--- config.mk ---
export PLATFORM = sky130hd
export DESIGN_NAME = exu_redirect_ctrl
export DESIGN_NICKNAME = d
export VERILOG_FILES = /design/src/rtl/exu_redirect_ctrl_pkg.sv /design/src/rtl/exu_redirect_ctrl_perf_cnt_sat.sv /design/src/rtl/exu_redirect_ctrl.sv
export SDC_FILE = /design/constraint.sdc
export NUM_CORES = 1
export LEC_CHECK = 0
export ABC_CLOCK_PERIOD_IN_PS = 4030
export CAP_MARGIN = 20
export CORE_MARGIN = 1
export CORE_UTILIZATION = 41
export CTS_CLUSTER_SIZE = 8
export DETAILED_ROUTE_END_ITERATION = 6
export PLACE_DENSITY = 0.95
export RECOVER_POWER = 25
export SETUP_SLACK_MARGIN = 0.15
export SLEW_MARGIN = 30
export SYNTH_ARGS = -nofsm -noshare
export SYNTH_HDL_FRONTEND = slang
export SYNTH_SLANG_ARGS = --single-unit
--- constraint.sdc ---
create_clock -name clk -period 4.03 [get_ports clk]
set_input_delay 0.806 -clock clk [delete_from_list [all_inputs] [get_ports clk]]
set_output_delay 0.806 -clock clk [all_outputs]
set_load 0.02 [all_outputs]
--- src/rtl/exu_redirect_ctrl_pkg.sv ---
// Shared types and constants for the execute-stage redirect controller.
//   redirect_state_e : IDLE / REDIRECT (handshake pending) / DRAIN (flush hold)
//   REDIRECT_SRC_*   : encoding of redirect_src
package exu_redirect_ctrl_pkg;

  typedef enum logic [1:0] {
    RDR_IDLE     = 2'd0,
    RDR_REDIRECT = 2'd1,
    RDR_DRAIN    = 2'd2
  } redirect_state_e;

  localparam logic REDIRECT_SRC_ALU  = 1'b0;
  localparam logic REDIRECT_SRC_TRAP = 1'b1;

endpackage

--- src/rtl/exu_redirect_ctrl_perf_cnt_sat.sv ---
// perf_cnt_sat: saturating event counter.
//   clk, rst_n : clock, async active-low reset (clears count)
//   inc        : count one event this cycle
//   cnt        : current count, sticks at all-ones
module perf_cnt_sat #(
  parameter int W = 32
) (
  input  logic         clk,
  input  logic         rst_n,
  input  logic         inc,
  output logic [W-1:0] cnt
);

  always_ff @(posedge clk or negedge rst_n) begin
    if (!rst_n)                cnt <= '0;
    else if (inc && ~&cnt)     cnt <= cnt + 1'b1;
  end

endmodule

--- src/rtl/exu_redirect_ctrl.sv ---
// exu_redirect_ctrl: arbitrates ALU and trap redirects, drives a valid/ready
// redirect handshake to the IFU and holds flush for DRAIN_CYCLES afterwards.
//   clk, rst_n            : clock, async active-low reset
//   alu_pc_load/alu_pc_out: ALU redirect pulse and target
//   trap_req/trap_pc      : trap redirect pulse and vector (wins over ALU)
//   ifu_redirect_ready    : IFU accepts the pending redirect
//   ifu_redirect_valid/pc : pending redirect and its target (bit0 cleared)
//   redirect_src          : 0=ALU, 1=trap
//   flush, busy           : high whenever not idle
// Optional macro EXU_REDIRECT_PERF_EN adds exu_is_branch and three saturating
// perf counters (perf_branch_cnt, perf_alu_redirect_cnt, perf_trap_cnt).
module exu_redirect_ctrl
  import exu_redirect_ctrl_pkg::*;
#(
  parameter int XLEN         = 32,
  parameter int DRAIN_CYCLES = 2,
  parameter int PERF_W       = 32
) (
  input  logic            clk,
  input  logic            rst_n,
  input  logic            alu_pc_load,
  input  logic [XLEN-1:0] alu_pc_out,
  input  logic            trap_req,
  input  logic [XLEN-1:0] trap_pc,
  input  logic            ifu_redirect_ready,
`ifdef EXU_REDIRECT_PERF_EN
  input  logic              exu_is_branch,
  output logic [PERF_W-1:0] perf_branch_cnt,
  output logic [PERF_W-1:0] perf_alu_redirect_cnt,
  output logic [PERF_W-1:0] perf_trap_cnt,
`endif
  output logic            ifu_redirect_valid,
  output logic [XLEN-1:0] ifu_redirect_pc,
  output logic            redirect_src,
  output logic            flush,
  output logic            busy
);

  // At least one bit so the DRAIN_CYCLES==0 build still elaborates.
  localparam int CNT_W = (DRAIN_CYCLES > 0) ? $clog2(DRAIN_CYCLES + 1) : 1;
  localparam logic [CNT_W-1:0] DRAIN_INIT =
    (DRAIN_CYCLES > 0) ? CNT_W'(DRAIN_CYCLES - 1) : '0;
  localparam logic [XLEN-1:0] BIT0_CLR = ~{{(XLEN-1){1'b0}}, 1'b1};

  redirect_state_e  state_q, state_d;
  logic [XLEN-1:0]  tgt_q, tgt_d;
  logic             src_q, src_d;
  logic [CNT_W-1:0] drain_q, drain_d;
  logic             hs;
  logic             alu_acc;

  assign hs      = (state_q == RDR_REDIRECT) && ifu_redirect_ready;
  // Only idle accepts ALU redirects; anything later is wrong-path.
  assign alu_acc = (state_q == RDR_IDLE) && alu_pc_load && !trap_req;

  always_comb begin
    state_d = state_q;
    tgt_d   = tgt_q;
    src_d   = src_q;
    drain_d = drain_q;
    // A trap is captured in every state, even on the handshake cycle.
    if (trap_req) begin
      state_d = RDR_REDIRECT;
      tgt_d   = trap_pc & BIT0_CLR;
      src_d   = REDIRECT_SRC_TRAP;
    end else begin
      unique case (state_q)
        RDR_IDLE: begin
          if (alu_pc_load) begin
            state_d = RDR_REDIRECT;
            tgt_d   = alu_pc_out & BIT0_CLR;
            src_d   = REDIRECT_SRC_ALU;
          end
        end
        RDR_REDIRECT: begin
          if (hs) begin
            state_d = (DRAIN_CYCLES == 0) ? RDR_IDLE : RDR_DRAIN;
            drain_d = DRAIN_INIT;
          end
        end
        RDR_DRAIN: begin
          if (drain_q == '0) state_d = RDR_IDLE;
          else               drain_d = drain_q - 1'b1;
        end
        default: state_d = RDR_IDLE;
      endcase
    end
  end

  always_ff @(posedge clk or negedge rst_n) begin
    if (!rst_n) begin
      state_q <= RDR_IDLE;
      tgt_q   <= '0;
      src_q   <= REDIRECT_SRC_ALU;
      drain_q <= '0;
    end else begin
      state_q <= state_d;
      tgt_q   <= tgt_d;
      src_q   <= src_d;
      drain_q <= drain_d;
    end
  end

  assign ifu_redirect_valid = (state_q == RDR_REDIRECT);
  assign ifu_redirect_pc    = tgt_q;
  assign redirect_src       = src_q;
  assign busy               = (state_q != RDR_IDLE);
  assign flush              = busy;

`ifdef EXU_REDIRECT_PERF_EN
  perf_cnt_sat #(.W(PERF_W)) u_cnt_br (
    .clk(clk), .rst_n(rst_n), .inc(exu_is_branch), .cnt(perf_branch_cnt));
  perf_cnt_sat #(.W(PERF_W)) u_cnt_alu (
    .clk(clk), .rst_n(rst_n), .inc(alu_acc), .cnt(perf_alu_redirect_cnt));
  perf_cnt_sat #(.W(PERF_W)) u_cnt_trap (
    .clk(clk), .rst_n(rst_n), .inc(trap_req), .cnt(perf_trap_cnt));
`else
  logic unused_alu_acc;
  assign unused_alu_acc = alu_acc;
`endif

endmodule

==> qor.txt <==
total track usage: 19.5%
Worst Min Path Start: redirect_src
Post-Syn Area: 1830 sq um
Top Family by Delay on Critical Path: buffers and inverters
VDD IR max: 0.285 mV
CP startpoint: state_q[1]
first-pass GRT wire length: 6570 microns
number of max-cap violations: 1
initial antenna violation count: 0
Period minus WS final: 2.45 ns
synthesized net count: 196
Critical path buffers and inverters: 2
DRC Markers: 0
ratio of cells with drive above 1 in the final layout: 31.7%
Seq/Total Area, Yosys: 49.2%
CTS Hold Bufs: 0
Max transition margin: -25.9%
worst-margin pin slew: 1.89 ns
Crit Reg-Reg Endpoint: ifu_redirect_pc[2]
synth unique cells: 18
Worst Skew: 0.00338 ns
TritonCTS Sinks: 36
crit path kind: flip-flop to primary output
Die Y-Extent: 68.8 microns
CP Data Required Time: 3.22 ns
startpoint types: flip-flop
largest cells by area after synthesis: dfrtp_1, mux2_2, buf_4
Top Ports: 105
Worst-path clk slew: 0.07 ns
fmax: 0.409 GHz
Synth area leader: dfrtp_1
drt first-iter violations: 77
r2r worst-path depth: 4
CTS tree: built
Clock Latency Late Sink: 0.28 ns
run status: finished with violations
slowest cell on the critical path: clkdlybuf4s50_1
Min-Delay Path Depth: 1
proportion of netlist area held by the largest area contributor: 49.2%
CP Cell Sequence: nor2_1 > inv_1 > clkdlybuf4s50_1
logic depth of the worst path, buffers included: 3
final WL: 4280 microns
final net count: 296
FF+latch count, synth: 36
Antenna Cells: 0
Num CTS Buffers: 5
final worst path period share: 60.7%
internal reg-to-reg setup slack: 2.05 ns
largest net degree at the start of global routing: 37
worst path arrival time: 1.64 ns
count of final setup violators: 0
clk root buf: clkbuf_8
RSZ-0062 raised after global routing: false
Setup Buffers After CTS: 0
Final Hold Vio Count: 0
htree depth: 2
post_cts resized: 0
Worst Hold Path EP: redirect_src
Critical Path End Type: primary output
Syn Inst Count: 126
Initial Utilization: 44.2%
total power: 0.00103 W
Routed WL per cell: 15.5 microns
global placer's final weighted congestion: 0.777
area of the core: 4140 sq um
Setup TNS: 0 ns
yosys synthesis warning count: 0
Via density: 4.90
Power Density: 356 nW/um^2
number of core rows: 23
R2R Path Start: state_q[1]
grt total ovfl: 0
number of port buffers: 101
cell leakage power: 1.18 nW
Avg Inst Size Synth: 14.5 sq um
CP max FO: 7
min-delay worst type: flip-flop to flip-flop
CP max stage delay: 0.55 ns
area delta synth->final: 58.7%
Post-DP HPWL: 3260 microns
vias in the first global route: 1,457
DR vias: 1,358
ANT nets after route: 0
failing checks: max-capacitance violations, max-slew violations
die area: 4740 sq um
Slew Limit Fails: 37
Die X: 68.8 microns
drt pass-1 iters: 3
maximum clock path buffer count: 2
stage by stage:
stage / cells / setup slack [ns] / util (%) / hold WS, ns / cell area, sq um
3_3_place_gp: 269 / 1.35 / 68.0 / 0.458 / 2820
4_1_cts: 277 / 1.56 / 70.1 / 0.494 / 2910
2_1_floorplan: 126 / 2.24 / - / 0.489 / 1830
3_5_place_dp: 269 / 1.30 / 68.0 / 0.477 / 2820
5_1_grt: 277 / 1.43 / 70.1 / 0.504 / 2910
6_report: 277 / 1.58 / 70.1 / 0.490 / 2910
metal layers:
metal / share of wire (%) / wire, microns / GRT usage (%) / vias to the layer above
met5: 0 / 0 / 0 / -
met4: 0.28 / 12 / 4.08 / 0
met3: 8.6 / 367 / 7.24 / 2
met2: 54 / 2300 / 37.5 / 60
met1: 37 / 1600 / 20.0 / 656
li1: - / - / - / 640
final cells by class:
cell class | instances | area (sq um)
Inverter | 5 | 18.8
Timing Repair Buffer | 102 | 1010
Fill cell | 304 | 1240
Clock buffer | 8 | 90.1
Sequential cell | 36 | 901
Multi-Input combinational cell | 76 | 826
Tap cell | 50 | 62.6
cells in the mapped netlist, drive strengths merged:
cell type,count
nand3b,1
ha,1
conb,1
buf,8
a21oi,2
and3,1
mux2i,2
nor2,2
mux2,62
dfrtp,36
nand3,1
inv,5
clkbuf,1
a21o,1
o41ai,1
or3b,1
kinds of logic after synthesis:
| logic type | Yosys count | synth area share [%] |
|---|---|---|
| adders and majority gates | 1 | 0.683 |
| and+or+nand+nor | 6 | 1.91 |
| muxes | 64 | 39.6 |
| other | 1 | 0.205 |
| AOI/OAI and AO/OA | 4 | 2.67 |
| buffers and inverters | 14 | 5.67 |
| DFF | 36 | 49.2 |
where the power goes:
group | switching, W | internal (W)
Sequential | 0.0000242 | 0.000408
Combinational | 0.000139 | 0.000202
Clock | 0.000120 | 0.000139
Total | 0.000284 | 0.000750
registers in the layout (all words and copies together), names as in the netlist:
register	flops
ifu_redirect_pc	31
drain_q	2
state_q	2
redirect_src	1
placed cells by master (no fill, tap or decap):
master,n
mux2_2,60
mux2_4,2
conb_1,1
a21o_1,1
mux2i_1,2
dfrtp_1,36
and3_1,1
clkdlybuf4s50_1,99
o41ai_1,1
nor2_1,2
buf_4,1
nand3_1,1
inv_1,5
nand3b_1,1
buf_2,1
clkbuf_8,6
or3b_1,1
clkbuf_1,3
ha_1,1
a21oi_4,2
worst max-delay path by stage:
stage	endpoint	slack, ns
global placement	ifu_redirect_pc[1]	1.35
CTS	busy	1.56
floorplan	ifu_redirect_pc[3]	2.24
global route	ifu_redirect_pc[22]	1.43
detailed placement	ifu_redirect_pc[7]	1.30
finish	busy	1.58
No activity file was read; power rests on OpenSTA's default activity.
